## config.mk

```make
export PLATFORM = sky130hd
export DESIGN_NAME = jk_ubus_arbiter
export DESIGN_NICKNAME = d
export VERILOG_FILES = /design/src/rtl/jk_ubus_arbiter.sv
export SDC_FILE = /design/constraint.sdc
export NUM_CORES = 1
export LEC_CHECK = 0
export BUFFER_PORTS_ARGS = -buffer_cell sky130_fd_sc_hd__buf_4
export CORE_UTILIZATION = 40
export CTS_BUF_LIST = sky130_fd_sc_hd__clkbuf_8
export CTS_CLUSTER_DIAMETER = 120
export DETAILED_ROUTE_END_ITERATION = 10
export PLACE_DENSITY_LB_ADDON = 0.3
export SETUP_SLACK_MARGIN = 0.02
export SLEW_MARGIN = 20
export SYNTH_ARGS = -nofsm -noshare
export SYNTH_HDL_FRONTEND = slang
export SYNTH_SLANG_ARGS = --single-unit
```

## constraint.sdc

```tcl
create_clock -name clk -period 1.9 [get_ports clk]
set_input_delay 0.38 -clock clk [delete_from_list [all_inputs] [get_ports clk]]
set_output_delay 0.38 -clock clk [all_outputs]
set_load 0.1 [all_outputs]
```

## src/rtl/jk_ubus_arbiter.sv

```systemverilog
// JK UBUS central arbiter: round-robin grant, then ADDR and DATA phases sequenced by beat count.
// Optional wait-state timeout abort is enabled by defining JK_UBUS_ARB_TIMEOUT_EN.
module jk_ubus_arbiter #(
    parameter int NUM_MASTERS    = 4,
    parameter int TIMEOUT_CYCLES = 16
) (
    input  logic                           clk,
    input  logic                           reset,
    input  logic [NUM_MASTERS-1:0]         req,
    input  logic                           read,
    input  logic                           write,
    input  logic [1:0]                     size,
    input  logic                           bip,
    input  logic                           wait_state,
    input  logic                           error,
    output logic [NUM_MASTERS-1:0]         gnt,
    output logic                           start,
    output logic [$clog2(NUM_MASTERS)-1:0] owner,
    output logic                           busy,
    output logic                           xfer_done,
    output logic                           proto_err
);

    localparam int PW = $clog2(NUM_MASTERS);

    typedef enum logic [1:0] {
        ST_ARB  = 2'd0,
        ST_ADDR = 2'd1,
        ST_DATA = 2'd2
    } state_t;

    state_t          r_state, w_state_next;
    logic [PW-1:0]   r_ptr, w_ptr_next;
    logic [PW-1:0]   r_owner, w_owner_next;
    logic [3:0]      r_beats, w_beats_next;
    logic [3:0]      r_beat_cnt, w_beat_cnt_next;
    logic            r_xfer_done, w_xfer_done_next;
    logic            r_proto_err, w_proto_err_next;
`ifdef JK_UBUS_ARB_TIMEOUT_EN
    logic [4:0]      r_to_cnt, w_to_cnt_next;
`endif

    logic            w_any;
    logic [PW-1:0]   w_winner;
    logic            w_arb_live;
    logic            w_last;

    // Position k steps after base, wrapping at NUM_MASTERS.
    function automatic logic [PW-1:0] rr_index(input logic [PW-1:0] base, input int k);
        int s;
        s = int'(base) + k;
        if (s >= NUM_MASTERS) s = s - NUM_MASTERS;
        return PW'(s);
    endfunction

    // Scan farthest-to-nearest so the nearest requester after the pointer wins.
    always_comb begin
        w_any    = |req;
        w_winner = r_ptr;
        for (int k = NUM_MASTERS; k >= 1; k--) begin
            if (req[rr_index(r_ptr, k)]) w_winner = rr_index(r_ptr, k);
        end
    end

    // Reset gates the combinational ARB outputs immediately, not just at the next edge.
    assign w_arb_live = reset && (r_state == ST_ARB);
    assign start      = w_arb_live;
    assign busy       = (r_state != ST_ARB);
    assign owner      = r_owner;
    assign xfer_done  = r_xfer_done;
    assign proto_err  = r_proto_err;

    generate
        for (genvar gi = 0; gi < NUM_MASTERS; gi++) begin : g_gnt
            assign gnt[gi] = w_arb_live && w_any && (w_winner == PW'(gi));
        end
    endgenerate

    assign w_last = ((r_beat_cnt + 4'd1) == r_beats);

    always_comb begin
        w_state_next     = r_state;
        w_ptr_next       = r_ptr;
        w_owner_next     = r_owner;
        w_beats_next     = r_beats;
        w_beat_cnt_next  = r_beat_cnt;
        w_xfer_done_next = 1'b0;
        w_proto_err_next = 1'b0;
`ifdef JK_UBUS_ARB_TIMEOUT_EN
        w_to_cnt_next    = r_to_cnt;
`endif
        case (r_state)
            ST_ARB: begin
                if (w_any) begin
                    w_ptr_next   = w_winner;
                    w_owner_next = w_winner;
                    w_state_next = ST_ADDR;
                end
            end
            ST_ADDR: begin
                if (read && write) begin
                    w_proto_err_next = 1'b1;
                    w_state_next     = ST_ARB;
                end else if (!read && !write) begin
                    w_state_next = ST_ARB;
                end else begin
                    w_beats_next    = 4'd1 << size;
                    w_beat_cnt_next = 4'd0;
`ifdef JK_UBUS_ARB_TIMEOUT_EN
                    w_to_cnt_next   = 5'd0;
`endif
                    w_state_next    = ST_DATA;
                end
            end
            ST_DATA: begin
                if (error) begin
                    w_xfer_done_next = 1'b1;
                    w_state_next     = ST_ARB;
                end else if (wait_state) begin
`ifdef JK_UBUS_ARB_TIMEOUT_EN
                    if ((r_to_cnt + 5'd1) == 5'(TIMEOUT_CYCLES)) begin
                        w_xfer_done_next = 1'b1;
                        w_proto_err_next = 1'b1;
                        w_state_next     = ST_ARB;
                    end else begin
                        w_to_cnt_next = r_to_cnt + 5'd1;
                    end
`endif
                end else begin
`ifdef JK_UBUS_ARB_TIMEOUT_EN
                    w_to_cnt_next = 5'd0;
`endif
                    w_beat_cnt_next = r_beat_cnt + 4'd1;
                    // bip must be the inverse of "this is the last beat".
                    if (bip == w_last) w_proto_err_next = 1'b1;
                    if (w_last) begin
                        w_xfer_done_next = 1'b1;
                        w_state_next     = ST_ARB;
                    end
                end
            end
            default: w_state_next = ST_ARB;
        endcase
    end

    always_ff @(posedge clk or negedge reset) begin
        if (!reset) begin
            r_state     <= ST_ARB;
            r_ptr       <= PW'(NUM_MASTERS - 1);
            r_owner     <= '0;
            r_beats     <= 4'd0;
            r_beat_cnt  <= 4'd0;
            r_xfer_done <= 1'b0;
            r_proto_err <= 1'b0;
`ifdef JK_UBUS_ARB_TIMEOUT_EN
            r_to_cnt    <= 5'd0;
`endif
        end else begin
            r_state     <= w_state_next;
            r_ptr       <= w_ptr_next;
            r_owner     <= w_owner_next;
            r_beats     <= w_beats_next;
            r_beat_cnt  <= w_beat_cnt_next;
            r_xfer_done <= w_xfer_done_next;
            r_proto_err <= w_proto_err_next;
`ifdef JK_UBUS_ARB_TIMEOUT_EN
            r_to_cnt    <= w_to_cnt_next;
`endif
        end
    end

endmodule

```

==> run summary, run 1 <==
clk_skew: 0.0008857 ns
worst-path maximum fanout: 5
Critical Path AT: 1.82 ns
cells after synthesis: 102
Final period util: 1.158
initial antenna violation count: 0
CTS Buffer Depth: 2
Layout Cells excl Fill: 165
Setup WS post-layout: -0.3010 ns
total congestion overflow: 0
Slew Limit Fails: 0
CP startpoint kind: flop
Crit. End Element: output pin
placed wire-length estimate: 1.626 mm
area leader, netlist: dfrtp_1
number of cell rows: 17
Final Hold Vio Count: 0
internal cell power: 1280 uW
Setup CP Type: flop to output pin
layout cells sized above 1: 0.4015
Avg Inst Size Synth: 9.654 sq um
Max Clk Rate: 0.4543 GHz
Min Clock Period, post-route: 2.201 ns
PortBufs: 22
Mapped Area: 984.7 sq um
Net Count, Synth: 121
logic gate share of total power: 0.654
max_slew headroom: 0.7031
die width: 51.62 microns
r2r startpoint: r_beat_cnt[1]$_DFFE_PN0P_
FFs w/ async S/R, synth: 1.000
switch share: 0.4862
commonest cells after routing, fill and taps aside: 25 x buf_4, 14 x nand2_1, 14 x dfrtp_1
vias in the first global route: 869
unrepaired setup endpoints after global routing: true
first-pass GRT wire length: 3.753 mm
number of remaining DRC errors: 0
CTS clk-pin slew, worst paths: 0.06 ns
ant diodes: 0
DP Cell Count: 160
Initial Util: 0.4327
H-Tree Depth: 1
Die Area: 0.002664 sq mm
Root Buffer: clkbuf_8
pre-CTS setup slack: -0.1002 ns
clock latency on the worst-skew pair: 0.25 ns
PnR Total Power: 2491 uW
largest net degree at the start of global routing: 18
worst hold path class: primary input to asynchronous set/reset pin
Power per Cell Area: 1723 mW/mm^2
sequential share of power: 0.226
failing checks: negative setup slack
worst slew pin tran: 0.4413 ns
CTS Buf Count: 3
prevailing post-synth register cell: dfrtp_1
Synth top area share: 0.3558
CTS hold repair buffers: 0
placer congestion estimate: 0.8566
synth unique cells: 34
NetSw: 1211 uW
area growth from synthesis to final layout: 46.89%
Seq cells post-synth: 16
chip height: 51.62 microns
cells taking the most area after synthesis: dfrtp_1 36%, ha_1 7.6%, dfstp_2 5.3%
TritonCTS clock tree: built
Yosys warnings: 0
Avg WL per Cell: 12.61 microns
max_cap viols: 0
Pleak: 0.0006861 uW
drt first pass iters: 4
GR Util All Layers: 0.1923
ANT nets after route: 0
drt initial violations: 6
Core ar.: 0.002276 sq mm
design area: 0.001446 sq mm
Max VDD drop: 1291 uV
Final #Nets: 157
Post-synth EDFFs: 0
sequential share of the synthesized area: 0.4091
FILL cells: 184
CP startpoint: r_ptr[0]$_DFFE_PN1P_
Clk pwr share: 0.120
overall routed net length: 2.080 mm
via count: 846
vias per inst: 5.127
commonest non-fill, non-tap cell in the layout: buf_4
# IOs: 23
final setup vio count: 4
Clock Sinks: 16
Post-DP Area: 0.001289 sq mm
CP Data Required Time: 1.52 ns
run status: finished, violations left
==> cells in the mapped netlist, types with 2 or more instances <==
master    number
dfrtp_1       14
dfstp_2        2
ha_1           6
inv_1          9
mux2_2         4
nand2_1       14
nand2b_1       5
nand3_1        3
nor2_1         5
nor3_1         2
nor3b_1        2
o21ai_0        9
o21ai_1        4
xnor2_1        3
==> worst max-delay path, cell delays in order (launching register included) <==
cell	delay, ns
dfstp_2	0.54
nand2b_4	0.13
o21ai_2	0.05
a221o_2	0.42
nor3b_4	0.23
buf_12	0.20
==> metal layers <==
layer | GRT usage | routed length, microns
met1 | 0.2243 | 918
met2 | 0.3398 | 1059
met3 | 0.05556 | 77
met4 | 0.05405 | 25
met5 | 0 | 0
==> power by group through the flow <==
stage	combinational (uW)	clock, uW	sequential (uW)
detailed placement	1470	0	568
CTS	1540	306	563
global placement	1450	0	560
finish	1630	299	563
floorplan	896	0	773
global route	1750	322	579
==> final cells by class <==
class | count | area (sq um) | area share
well taps | 28 | 35.03 | 0.02422
clock buffers | 4 | 55.05 | 0.03806
repair buffers | 31 | 290.3 | 0.2007
multi-input cells | 77 | 629.4 | 0.4351
inverters | 9 | 33.78 | 0.02336
flip-flops and latches | 16 | 402.9 | 0.2785
==> path summary, 6_finish.rpt <==
path | end | slack [ns] | cells past startpoint
max | gnt[2] | -0.30 | 5
max in group asynchronous | r_ptr[0]$_DFFE_PN1P_ | 1.57 | 2
max reg2reg | r_state[0]$_DFFE_PN0P_ | 0.15 | 6
min in group clk | r_beats[0]$_DFFE_PN0P_ | 0.33 | 2
min | owner[1]$_DFFE_PN0P_ | 0.08 | 2
min reg2reg | r_beats[2]$_DFFE_PN0P_ | 0.50 | 2
==> kinds of logic (layout without fill, tap and decap cells) <==
| group | Yosys count | in the layout | synth area share |
|---|---|---|---|
| AND/OR/NAND/NOR | 36 | 36 | 0.1855 |
| adder cells (fa/ha/maj) | 6 | 6 | 0.07624 |
| multiplexers | 5 | 5 | 0.05591 |
| flip-flops | 16 | 16 | 0.4092 |
| XOR/XNOR | 6 | 6 | 0.07625 |
| buffers and inverters | 9 | 44 | 0.03431 |
| AO/OA/AOI/OAI | 24 | 24 | 0.1626 |
==> state kept, by name, indices dropped and copies added (netlist names) <==
| signal | count |
|---|---|
| r_beat_cnt | 4 |
| xfer_done | 1 |
| r_state | 2 |
| r_ptr | 2 |
| owner | 2 |
| proto_err | 1 |
| r_beats | 4 |
==> what timing repair did <==
action	CTS	global route
buffers inserted	0	1
pin swaps	1	5
endpoints found under the setup margin	4	9
cloned	0	0
resized for setup	14	6
==> metrics by stage <==
| step | utilization | TNS, ns | hold WS, ns |
|---|---|---|---|
| after floorplan | - | -1.098 | 0.08441 |
| after global placement | 0.5662 | -0.1275 | 0.3624 |
| after detailed placement | 0.5662 | -0.2833 | 0.3588 |
| after CTS | 0.6163 | -1.048 | 0.08792 |
| after global routing | 0.6355 | -1.280 | 0.09632 |
| final | 0.6355 | -1.053 | 0.08341 |
No activity file was read; power rests on OpenSTA's default activity.
==> run 2: changes to the inputs <==
--- a/config.mk
+++ b/config.mk
@@ -6,7 +6,9 @@
 export NUM_CORES = 1
 export LEC_CHECK = 0
 export BUFFER_PORTS_ARGS = -buffer_cell sky130_fd_sc_hd__buf_4
-export CORE_UTILIZATION = 40
+export CELL_PAD_IN_SITES_DETAIL_PLACEMENT = 1
+export CELL_PAD_IN_SITES_GLOBAL_PLACEMENT = 2
+export CORE_UTILIZATION = 30
 export CTS_BUF_LIST = sky130_fd_sc_hd__clkbuf_8
 export CTS_CLUSTER_DIAMETER = 120
 export DETAILED_ROUTE_END_ITERATION = 10
==> run summary, run 2 (synthesized netlist as in run 1, its figures left out) <==
run status: finished, violations left (unchanged)
failing checks: negative setup slack (unchanged)
NetSw: 1264 uW (was 1211 uW)
Min Clock Period, post-route: 2.226 ns (was 2.201 ns)
TritonCTS clock tree: built (unchanged)
CP startpoint kind: flop (unchanged)
Finished Core Util: 0.4907 (was 0.6355)
layout cells sized above 1: 0.4255 (was 0.4015)
chip height: 59.29 microns (was 51.62 microns)
final setup vio count: 4 (unchanged)
pre-CTS setup slack: -0.1010 ns (was -0.1002 ns)
total congestion overflow: 0 (unchanged)
die width: 59.29 microns (was 51.62 microns)
CTS Buffer Depth: 2 (unchanged)
Largest regs: r_beat_cnt: 4 flops, r_beats: 4 flops (unchanged)
largest net degree at the start of global routing: 18 (unchanged)
Initial Util: 0.3199 (was 0.4327)
ANT nets after route: 0 (unchanged)
CTS Buf Count: 3 (unchanged)
internal cell power: 1328 uW (was 1280 uW)
overall routed net length: 2.400 mm (was 2.080 mm)
Max Clk Rate: 0.4493 GHz (was 0.4543 GHz)
CTS clk-pin slew, worst paths: 0.07 ns (was 0.06 ns)
Avg WL per Cell: 12.97 microns (was 12.61 microns)
placed wire-length estimate: 1.771 mm (was 1.626 mm)
max_slew headroom: 0.6822 (was 0.7031)
initial antenna violation count: 0 (unchanged)
Die Area: 0.003515 sq mm (was 0.002664 sq mm)
worst hold path class: primary input to asynchronous set/reset pin (unchanged)
CTS hold repair buffers: 0 (unchanged)
Power per Cell Area: 1716 mW/mm^2 (was 1723 mW/mm^2)
logic gate share of total power: 0.661 (was 0.654)
first-pass GRT wire length: 4.209 mm (was 3.753 mm)
Fin Setup TNS: -1.091 ns (was -1.053 ns)
Root Buffer: clkbuf_8 (unchanged)
max_cap viols: 0 (unchanged)
FILL cells: 344 (was 184)
commonest non-fill, non-tap cell in the layout: buf_4 (unchanged)
worst-path maximum fanout: 5 (unchanged)
Final period util: 1.171 (was 1.158)
sequential share of power: 0.219 (was 0.226)
number of remaining DRC errors: 0 (unchanged)
commonest cells after routing, fill and taps aside: 29 x buf_4, 14 x nand2_1, 14 x dfrtp_1 (was 25 x buf_4, 14 x nand2_1, 14 x dfrtp_1)
Clock Sinks: 16 (unchanged)
PortBufs: 22 (unchanged)
Core ar.: 0.003078 sq mm (was 0.002276 sq mm)
Max VDD drop: 668.6 uV (was 1291 uV)
area growth from synthesis to final layout: 53.37% (was 46.89%)
Clk pwr share: 0.119 (was 0.120)
GR Util All Layers: 0.1623 (was 0.1923)
clk_skew: 0.002146 ns (was 0.0008857 ns)
ant diodes: 0 (unchanged)
Final Hold Vio Count: 0 (unchanged)
Setup WS post-layout: -0.3256 ns (was -0.3010 ns)
drt initial violations: 26 (was 6)
drt first pass iters: 4 (unchanged)
Final #Nets: 161 (was 157)
number of cell rows: 20 (was 17)
Slew Limit Fails: 0 (unchanged)
vias per inst: 4.741 (was 5.127)
CP Data Required Time: 1.52 ns (about the same)
switch share: 0.4876 (was 0.4862)
Setup CP Type: flop to output pin (unchanged)
Pleak: 0.0007000 uW (was 0.0006861 uW)
unrepaired setup endpoints after global routing: true (unchanged)
worst slew pin tran: 0.4723 ns (was 0.4413 ns)
H-Tree Depth: 1 (unchanged)
Crit. End Element: output pin (unchanged)
placer congestion estimate: 0.6811 (was 0.8566)
# IOs: 23 (unchanged)
clock latency on the worst-skew pair: 0.25 ns (about the same)
Critical Path AT: 1.85 ns (was 1.82 ns)
vias in the first global route: 934 (was 869)
via count: 877 (was 846)
## run 2: layout make-up
class	instances	area, sq um	area share
tap	44	55.05	0.03645
inverter	9	33.78	0.02237
sequential	16	402.9	0.2668
timing repair buffer	35	329.1	0.2179
clock buffer	4	55.05	0.03645
multi-input combinational	77	634.4	0.4200
## run 2: routing by layer
layer,up-vias,wire [microns],track usage
met4,0,57,0.07483
met1,421,1101,0.2038
met3,4,79,0.03275
met5,-,0,0
met2,18,1162,0.2665
li1,434,-,-
## run 2: power by group through the flow
stage	Combinational (uW)	Sequential (uW)	Clock, uW
6_report	1710	569	309
5_1_grt	1840	585	330
4_1_cts	1660	568	323
3_5_place_dp	1510	569	0
3_3_place_gp	1490	560	0
2_1_floorplan	896	773	0
## run 2: worst max-delay path, cell delays in order, from the launching register on
cell      delay (ns)
dfstp_2         0.54
nand2b_4        0.12
o21ai_2         0.04
a221o_2         0.42
nor3b_4         0.25
buf_12          0.21
## run 2: path summary, 6_finish.rpt
check | start | to | slack [ns] | depth (start not counted)
hold reg to reg | r_beats[2]$_DFFE_PN0P_ | r_beats[2]$_DFFE_PN0P_ | 0.50 | 2
min in group clk | size[0] | r_beats[0]$_DFFE_PN0P_ | 0.32 | 2
setup reg to reg | r_beat_cnt[1]$_DFFE_PN0P_ | r_state[0]$_DFFE_PN0P_ | 0.16 | 6
hold / removal | reset | proto_err$_DFF_PN0_ | 0.08 | 2
max in group asynchronous | reset | r_ptr[1]$_DFFE_PN1P_ | 1.56 | 2
setup / recovery | r_ptr[0]$_DFFE_PN1P_ | gnt[2] | -0.33 | 5
## run 2: stage by stage
step           cell area [sq um]  hold slack (ns)  std cells  power [uW]
2_1_floorplan               1028          0.08441        102        1669
3_3_place_gp                1324           0.3635        178        2049
3_5_place_dp                1324           0.3705        178        2082
4_1_cts                     1470          0.08987        184        2554
5_1_grt                     1510          0.09663        185        2751
6_report                    1510          0.08119        185        2592
## run 2: what timing repair did
| item | CTS | global route |
|---|---|---|
| endpoints found under the setup margin | 5 | 8 |
| setup buffers | 2 | 1 |
| pin swaps | 3 | 4 |
| gates resized for setup | 17 | 7 |
